**config.mk**
```make
export PLATFORM = sky130hd
export DESIGN_NAME = edge_tx_flat
export DESIGN_NICKNAME = d
export VERILOG_FILES = /design/src/rtl/edge_tx_if.sv /design/src/rtl/edge_tx.sv /design/src/flat_wrapper.sv
export SDC_FILE = /design/constraint.sdc
export NUM_CORES = 1
export LEC_CHECK = 0
export ABC_AREA = 0
export CAP_MARGIN = 25
export CORE_ASPECT_RATIO = 0.6
export CORE_MARGIN = 2
export CORE_UTILIZATION = 40
export DETAILED_ROUTE_END_ITERATION = 6
export HOLD_SLACK_MARGIN = 0.05
export SETUP_SLACK_MARGIN = 0.05
export SLEW_MARGIN = 40
export SYNTH_ARGS = -nofsm -noshare
export SYNTH_HDL_FRONTEND = slang
export SYNTH_SLANG_ARGS = --single-unit
```
**constraint.sdc**
```tcl
create_clock -name clk -period 2 [get_ports clk]
set_input_delay 0.5 -clock clk [delete_from_list [all_inputs] [get_ports clk]]
set_output_delay 0.5 -clock clk [all_outputs]
set_load 0.005 [all_outputs]
```
**src/rtl/edge_tx_if.sv**
```systemverilog
// edge_tx_if: frame request / serial output bundle of the marker transmitter.
//   start  - frame request, accepted when ready is high at a rising edge
//   din    - payload word, sampled only at the accept edge
//   ready  - high while idle (a frame can be accepted)
//   busy   - high while a frame is in progress (inverse of ready)
//   cout   - registered serial line
//   done   - one-cycle pulse marking frame completion
// Modports: master = frame source, slave = edge_tx.
interface edge_tx_if #(
  parameter int PAYLOAD_W = 8
);
  logic                 start;
  logic [PAYLOAD_W-1:0] din;
  logic                 ready;
  logic                 busy;
  logic                 cout;
  logic                 done;

  modport master (output start, output din, input ready, input busy, input cout, input done);
  modport slave  (input start, input din, output ready, output busy, output cout, output done);
endinterface

```
**src/rtl/edge_tx.sv**
```systemverilog
// edge_tx: transmit end of the serial marker protocol.
// Each accepted frame is sent on cout as the marker 1,0,1,1 (time order),
// then the payload MSB-first, then IDLE_GAP forced-low guard cycles, after
// which done pulses for one cycle and the block is ready again.
// Ports:
//   clk  - single clock, all state changes on its rising edge
//   rstn - asynchronous active-low reset
//   bus  - edge_tx_if slave modport (start/din in, ready/busy/cout/done out)
// Parameters:
//   PAYLOAD_W - payload bits per frame (1..16)
//   IDLE_GAP  - guard zeros after the payload (0..15)
module edge_tx #(
  parameter int PAYLOAD_W = 8,
  parameter int IDLE_GAP  = 2
) (
  input  logic     clk,
  input  logic     rstn,
  edge_tx_if.slave bus
);

  // Counter must cover the 4 marker cycles as well as payload and gap lengths.
  localparam int CNT_LEN  = (PAYLOAD_W > IDLE_GAP) ? PAYLOAD_W : IDLE_GAP;
  localparam int CNT_SPAN = (CNT_LEN > 4) ? CNT_LEN : 4;
  localparam int CNT_W    = $clog2(CNT_SPAN);

  localparam logic [CNT_W-1:0] LAST_MARK = CNT_W'(3);
  localparam logic [CNT_W-1:0] LAST_DATA = CNT_W'(PAYLOAD_W - 1);
  localparam logic [CNT_W-1:0] LAST_GAP  = (IDLE_GAP > 0) ? CNT_W'(IDLE_GAP - 1) : '0;

  // Marker bits indexed by time slot: slot 0 is sent first.
  localparam logic [3:0] MARKER = 4'b1101;

  typedef enum logic [1:0] {
    IDLE,
    MARK,
    DATA,
    GAP
  } state_t;

  state_t               state, state_d;
  logic [CNT_W-1:0]     cnt, cnt_d;
  logic [PAYLOAD_W-1:0] shreg, shreg_d;
  logic                 cout_q, cout_d;
  logic                 done_q, done_d;
  logic [1:0]           mark_nxt;

  // In MARK, cnt is the slot currently on cout; the flop is loaded with the next one.
  assign mark_nxt = cnt[1:0] + 2'd1;

  always_ff @(posedge clk or negedge rstn) begin
    if (!rstn) begin
      state  <= IDLE;
      cnt    <= '0;
      // NOTE: the payload register is cleared too so no stale frame data survives reset.
      shreg  <= '0;
      cout_q <= 1'b0;
      done_q <= 1'b0;
    end else begin
      // NOTE: non-blocking assignments so every flop samples pre-edge values.
      state  <= state_d;
      cnt    <= cnt_d;
      shreg  <= shreg_d;
      cout_q <= cout_d;
      done_q <= done_d;
    end
  end

  always_comb begin
    // NOTE: every output of this block gets a default first, so no latch is inferred.
    state_d = state;
    cnt_d   = cnt;
    shreg_d = shreg;
    cout_d  = 1'b0;
    done_d  = 1'b0;

    unique case (state)
      IDLE: begin
        if (bus.start) begin
          state_d = MARK;
          cnt_d   = '0;
          shreg_d = bus.din;
          cout_d  = MARKER[0];
        end
      end

      MARK: begin
        if (cnt == LAST_MARK) begin
          state_d = DATA;
          cnt_d   = '0;
          cout_d  = shreg[PAYLOAD_W-1];
          shreg_d = shreg << 1;
        end else begin
          cnt_d  = cnt + 1'b1;
          cout_d = MARKER[mark_nxt];
        end
      end

      DATA: begin
        if (cnt == LAST_DATA) begin
          cnt_d = '0;
          if (IDLE_GAP == 0) begin
            state_d = IDLE;
            done_d  = 1'b1;
          end else begin
            state_d = GAP;
          end
        end else begin
          cnt_d   = cnt + 1'b1;
          cout_d  = shreg[PAYLOAD_W-1];
          shreg_d = shreg << 1;
        end
      end

      GAP: begin
        if (cnt == LAST_GAP) begin
          state_d = IDLE;
          cnt_d   = '0;
          done_d  = 1'b1;
        end else begin
          cnt_d = cnt + 1'b1;
        end
      end

      default: begin
        state_d = IDLE;
        cnt_d   = '0;
      end
    endcase
  end

  assign bus.ready = (state == IDLE);
  assign bus.busy  = (state != IDLE);
  assign bus.cout  = cout_q;
  assign bus.done  = done_q;

endmodule
```
**src/flat_wrapper.sv**
```systemverilog
// flat-port wrapper written by rule: the top's interface ports become plain ports
module edge_tx_flat 
#(
  parameter int PAYLOAD_W = 8,
  parameter int IDLE_GAP  = 2
)
  (clk, rstn, bus_start, bus_din, bus_ready, bus_busy, bus_cout, bus_done);
  edge_tx_if #(.PAYLOAD_W(PAYLOAD_W)) bus_i ();
  input  logic clk;
  input  logic rstn;
  input wire logic [$bits(bus_i.start)-1:0] bus_start;
  input wire logic [$bits(bus_i.din)-1:0] bus_din;
  output wire logic [$bits(bus_i.ready)-1:0] bus_ready;
  output wire logic [$bits(bus_i.busy)-1:0] bus_busy;
  output wire logic [$bits(bus_i.cout)-1:0] bus_cout;
  output wire logic [$bits(bus_i.done)-1:0] bus_done;
  assign bus_i.start = bus_start;
  assign bus_i.din = bus_din;
  assign bus_ready = bus_i.ready;
  assign bus_busy = bus_i.busy;
  assign bus_cout = bus_i.cout;
  assign bus_done = bus_i.done;
  edge_tx #(.PAYLOAD_W(PAYLOAD_W), .IDLE_GAP(IDLE_GAP)) u_core (.clk(clk), .rstn(rstn), .bus(bus_i));
endmodule
```
# Word level (Yosys, flattened, before mapping)
# Index checks and enable logic that the tools add are counted.
# Widths: inputs -> output; s select.
word_totals:
  register_bits: 15
  latchBits: 0
  mem_bits_rw: 0
  mem_bits_ro: 0
  memories: 0
op_classes:
  add_sub_neg: 2
  n_mul: 0
  div: 0
  order_cmp: 1
  n_eq_ne: 11
  n_shift: 0
  n_mux: 22
  bitwise: 0
  reduce_logical: 5
op_table:
  columns: ["operator", "count"]
  rows:
  - ["$mux 8", 3]
  - ["$pmux 8 s3", 1]
  - ["$mux 3", 4]
  - ["$pmux 3 s4", 1]
  - ["$mux 2", 4]
  - ["$pmux 2 s4", 1]
  - ["$reduce_and 4->1", 2]
  - ["$mux 1", 6]
  - ["$ne 2x1->1 const B", 3]
  - ["$eq 2x2->1 const B", 2]
  - ["$ne 2x2->1 const B", 2]
  - ["$add 3x1->3 const B", 1]
  - ["$eq 3x1->1 const B", 1]
  - ["$eq 3x2->1 const B", 1]
  - ["$eq 3x3->1 const B", 1]
  - ["$lt 2x3->1 const B", 1]
  - ["$pmux 1 s3", 1]
  - ["$reduce_bool 3->1", 1]
  - ["$add 2x1->2 const B", 1]
  - ["$bmux 1 s2", 1]
  - ["$eq 2x1->1 const B", 1]
  - ["$logic_not 2->1", 1]
  - ["$reduce_bool 2->1", 1]

# Logic depth before layout (Yosys ltp)
depth:
  word_depth: 5
  mapped_depth: 7

# Least setup slack after synthesis
# Ideal clock, no wire load.
synth_path:
  path_kind: "register -> register"
  startpoint: "reg u_core.state[0]"
  endpoint: "reg u_core.shreg[0]"
  setup_time_ps: 125
  arrival_time_ps: 1742
  t_required_ps: 1875
  setup_slack_ps: 133
  stages_incl_launch_ff: 8
  period_less_slack_ps: 1867
  cell_sequence: "dfrtp_1 inv_1 ha_1 nor2b_4 buf_6 a2111o_1 buf_6 mux2_4"
synth_via:
  elab_chain_cells: 3
synth_lines:
  columns: ["item", "line", "text"]
  rows:
  - ["from (decl)", "edge_tx.sv:40", "state_t state, state_d;"]
  - ["from (signal assigned)", "edge_tx.sv:60", "state <= state_d;"]
  - ["$logic_not 2->1 (*)", null, null]
  - ["net bus_ready", "flat_wrapper.sv:13", "output wire logic [$bits(bus_i.ready)-1:0] bus_ready;"]
  - ["$ne 2x2->1 (no line) or $reduce_bool 3->1 (tied branches)", null, null]
  - ["$reduce_and 4->1 (no line)", null, null]
  - ["to (signal assigned)", "edge_tx.sv:62", "shreg <= shreg_d;"]
  - ["to (decl)", "edge_tx.sv:42", "logic [PAYLOAD_W-1:0] shreg, shreg_d;"]
# The timed path passes the listed nets; every way through them passes the cells marked *.
# A chain may end at the register's enable or synchronous reset.

# Worst setup path in the final report
layout_path:
  startpoint: "reg u_core.state[1]"
  endpoint: "out bus_ready"
layout_via:
  elab_chain_cells: 1
layout_lines:
  columns: ["item", "line", "text"]
  rows:
  - ["$logic_not 2->1", "edge_tx.sv:131", "assign bus.ready = (state == IDLE);"]
  - ["to (decl)", "flat_wrapper.sv:13", null]
# No other way between the ends.

==> summary.md <==
| Metric | Value |
|---|---|
| Min-delay src | u_core.cnt[1]$_DFFE_PN0N_ |
| Path depth of the worst reg2reg path | 6 |
| FFs w/ async S/R, synth | 100% |
| Fmax achieved | 525 MHz |
| CTS Hold Bufs | 0 |
| Startpoint Class | register |
| Power Dens Cells | 1720 mW/mm² |
| Syn_nets | 103 |
| CTS H-Tree Depth | 1 |
| Nets | 125 |
| Int Power | 1.39 mW |
| Main combinational cell family by area after synthesis | multiplexers |
| GRT Residual Overflow | 0 |
| Syn. warnings | 0 |
| Total negative slack | 0 ns |
| #FFs+latches synth | 15 |
| Final worst-path cycle share | 95.2% |
| R2R Setup Slk | 0.13 ns |
| Yosys cell types | 26 |
| Comb pwr share | 63.3% |
| Multiplexer share of the synthesized area | 21.5% |
| # port buffers | 14 |
| Switching pwr | 0.733 mW |
| DIE WIDTH | 67.8 µm |
| Final setup vio count | 0 |
| Final hold violations | 0 |
| Mapped Avg Cell Area | 12.2 µm² |
| Fin cells | 131 |
| Sequential-to-total area share from yosys stat | 38.5% |
| Synth Instances | 80 |
| Die H | 42.3 µm |
| Slew HR | 74.9% |
| DP HPWL | 1450 µm |
| Vias in the first global route | 674 |
| Adder-cell share of the synthesized area | 15.4% |
| Pin count of the biggest net entering global routing | 16 |
| CTS max path bufs | 2 |
| Reg power frac | 25.1% |
| Area growth, synth to finish | 26.7% |
| Vias | 664 |
| CTS tree | done |
| Drc violations | 0 |
| Req. time, crit path | 1.50 ns |
| Total Routing Usage GR | 15.6% |
| Via/cell ratio | 5.07 |
| Tot Pwr | 2.12 mW |
| Latest clock arrival within the worst-skew pair | 0.25 ns |
| Min-Delay Path Depth | 2 |
| Hold Crit Class | reg2reg |
| CP Class | reg2out |
| Net Sw Frac | 34.5% |
| Compound-Gate Fraction of Synth Area | 10.4% |
| Crit-path max FO | 4 |
| Max Cap Violations | 0 |
| CP arrival | 1.40 ns |
| Leading post-synthesis cells by cell area | dfrtp_1, ha_1, mux2_4 |
| Worst reg2reg startpoint | u_core.state[0]$_DFFE_PN0P_ |
| Clk slew on worst S/H paths | 0.06 ns |
| Unrepaired setup endpoints after global routing | yes |
| Initial antenna violation count | 0 |
| First-pass GRT wire length | 3230 µm |
| Number of routed nets with antenna violations | 0 |
| CTS Buf Count | 3 |
| Post-Synth XOR/XNOR Area | 0% |
| Hold_ws | 0.511 ns |
| Commonest cells in the netlist | dfrtp_1, ha_1, inv_1, mux2_2, mux2_4 |
| Fill count | 188 |
| Yosys top cell by area | dfrtp_1 |
| Clock Power Share | 11.6% |
| Worst vdd ir | 1.12 mV |
| Multi-input gate area | 556 µm² |
| Share of cells above drive strength 1 | 31.7% |
| DR WL/cell | 14.4 µm |
| Routed WL | 1890 µm |
| Hold Crit Endpoint | u_core.cnt[1]$_DFFE_PN0N_ |
| Worst clock skew | 0.00418 ns |
| Worst-Margin Slew | 0.375 ns |
| Drt initial violations | 56 |
| Sink Count | 15 |
| Core area | 0.00223 mm² |
| Diode count | 0 |
| Synthesized cell area | 976 µm² |
| Nature of the critical path endpoint | output port |
| Final min period | 1.90 ns |
| Rows | 13 |
| Top-count cell post-synth | dfrtp_1 |
| Share of the synthesized area in the top cell type | 38.5% |
| Clock root buffer master | clkbuf_8 |
| Fin. max-slew vios | 0 |
| Placed Cells | 126 |
| Post-synth EDFFs | 0 |
| Initial Util | 43.8% |
| Status | complete, no violations |
| Detailed Routing Iterations Pass 1 | 4 |
| I/O pin count | 15 |
| Reg area | 375 µm² |
| Pleak | 0.585 nW |
| Prevailing post-synth register cell | dfrtp_1 |
| Capturing point of the worst reg2reg path | u_core.shreg[4]$_DFFE_PN0P_ |
| RePlAce Congestion | 0.865 |
| Synth Area in Simple Gates | 8.08% |
| Die area | 0.00286 mm² |
## how the worst max path moves through the flow
stage / start / to / slack, ns / cells past startpoint
final: u_core.state[1]$_DFFE_PN0P_ / bus_ready / 0.1 / 3
after global routing: u_core.state[1]$_DFFE_PN0P_ / bus_ready / 0.03 / 3
after CTS: u_core.state[0]$_DFFE_PN0P_ / bus_ready / 0.03 / 3
after detailed placement: bus_start / u_core.shreg[6]$_DFFE_PN0P_ / -0.07 / 5
after global placement: bus_start / u_core.shreg[4]$_DFFE_PN0P_ / -0.05 / 5
after floorplan: u_core.state[0]$_DFFE_PN0P_ / u_core.shreg[0]$_DFFE_PN0P_ / 0.13 / 7
## through the flow
stage	setup slack, ns	utilization (%)	instance area, µm²
after CTS	0.0341	55.2	1230
final	0.0952	55.5	1240
after global placement	-0.0462	52.3	1160
after global routing	0.0318	55.5	1240
after floorplan	0.133	-	976
after detailed placement	-0.0683	52.3	1160
## worst max-delay path: stages (launching register included)
cell and delay (ns):
dfrtp_1 0.39, inv_2 0.09, ha_4 0.16, clkdlybuf4s50_1 0.50
## area by class of cell
cell class                 instances  area share (%)
clock buffer                       3            3.34
sequential                        15            30.4
clock inverter                     1           0.405
timing repair buffer              20            15.2
inverter                           9            2.73
tap                               30            3.04
multi-input combinational         53            44.9
## placed cells by master, fill, tap and decap left out, types with 2 or more instances in the layout
| cell type | count |
|---|---|
| nor2b_1 | 3 |
| mux2_4 | 8 |
| nand2_1 | 3 |
| clkdlybuf4s50_1 | 13 |
| inv_1 | 7 |
| dfrtp_1 | 15 |
| mux2_2 | 8 |
| ha_1 | 11 |
| buf_4 | 6 |
| o21ai_0 | 2 |
| clkbuf_8 | 3 |
| inv_2 | 2 |
## layer usage
layer	share of wire (%)	GRT usage [%]	vias up
met2	42	21.4	11
met5	0	0	-
li1	-	-	321
met3	3.7	4.84	2
met1	54	23.5	330
met4	0.74	3.60	0
## cells by family after synthesis
group,after synthesis
buffers and inverters,12
adders and majority gates,12
muxes,16
AOI/OAI and AO/OA,12
and+or+nand+nor,13
DFF,15
## power groups by stage
stage	Combinational, mW	Clock, mW	Sequential (mW)
2_1_floorplan	0.971	0	0.525
3_3_place_gp	1.24	0	0.537
3_5_place_dp	1.26	0	0.541
4_1_cts	1.35	0.255	0.527
5_1_grt	1.46	0.265	0.550
6_report	1.34	0.247	0.532
## registers in the layout, summed over array words and instances (netlist names)
| register | count |
|---|---|
| u_core.bus.done | 1 |
| u_core.cnt | 3 |
| u_core.state | 2 |
| u_core.shreg | 8 |
| u_core.bus.cout | 1 |
## what timing repair did
action,CTS,global route
setup buffers,1,0
gates cloned,0,0
setup endpoints to repair,2,10
gates resized for setup,2,4
pin swaps,0,0
Note: power is estimated with default switching activity, not from simulation.
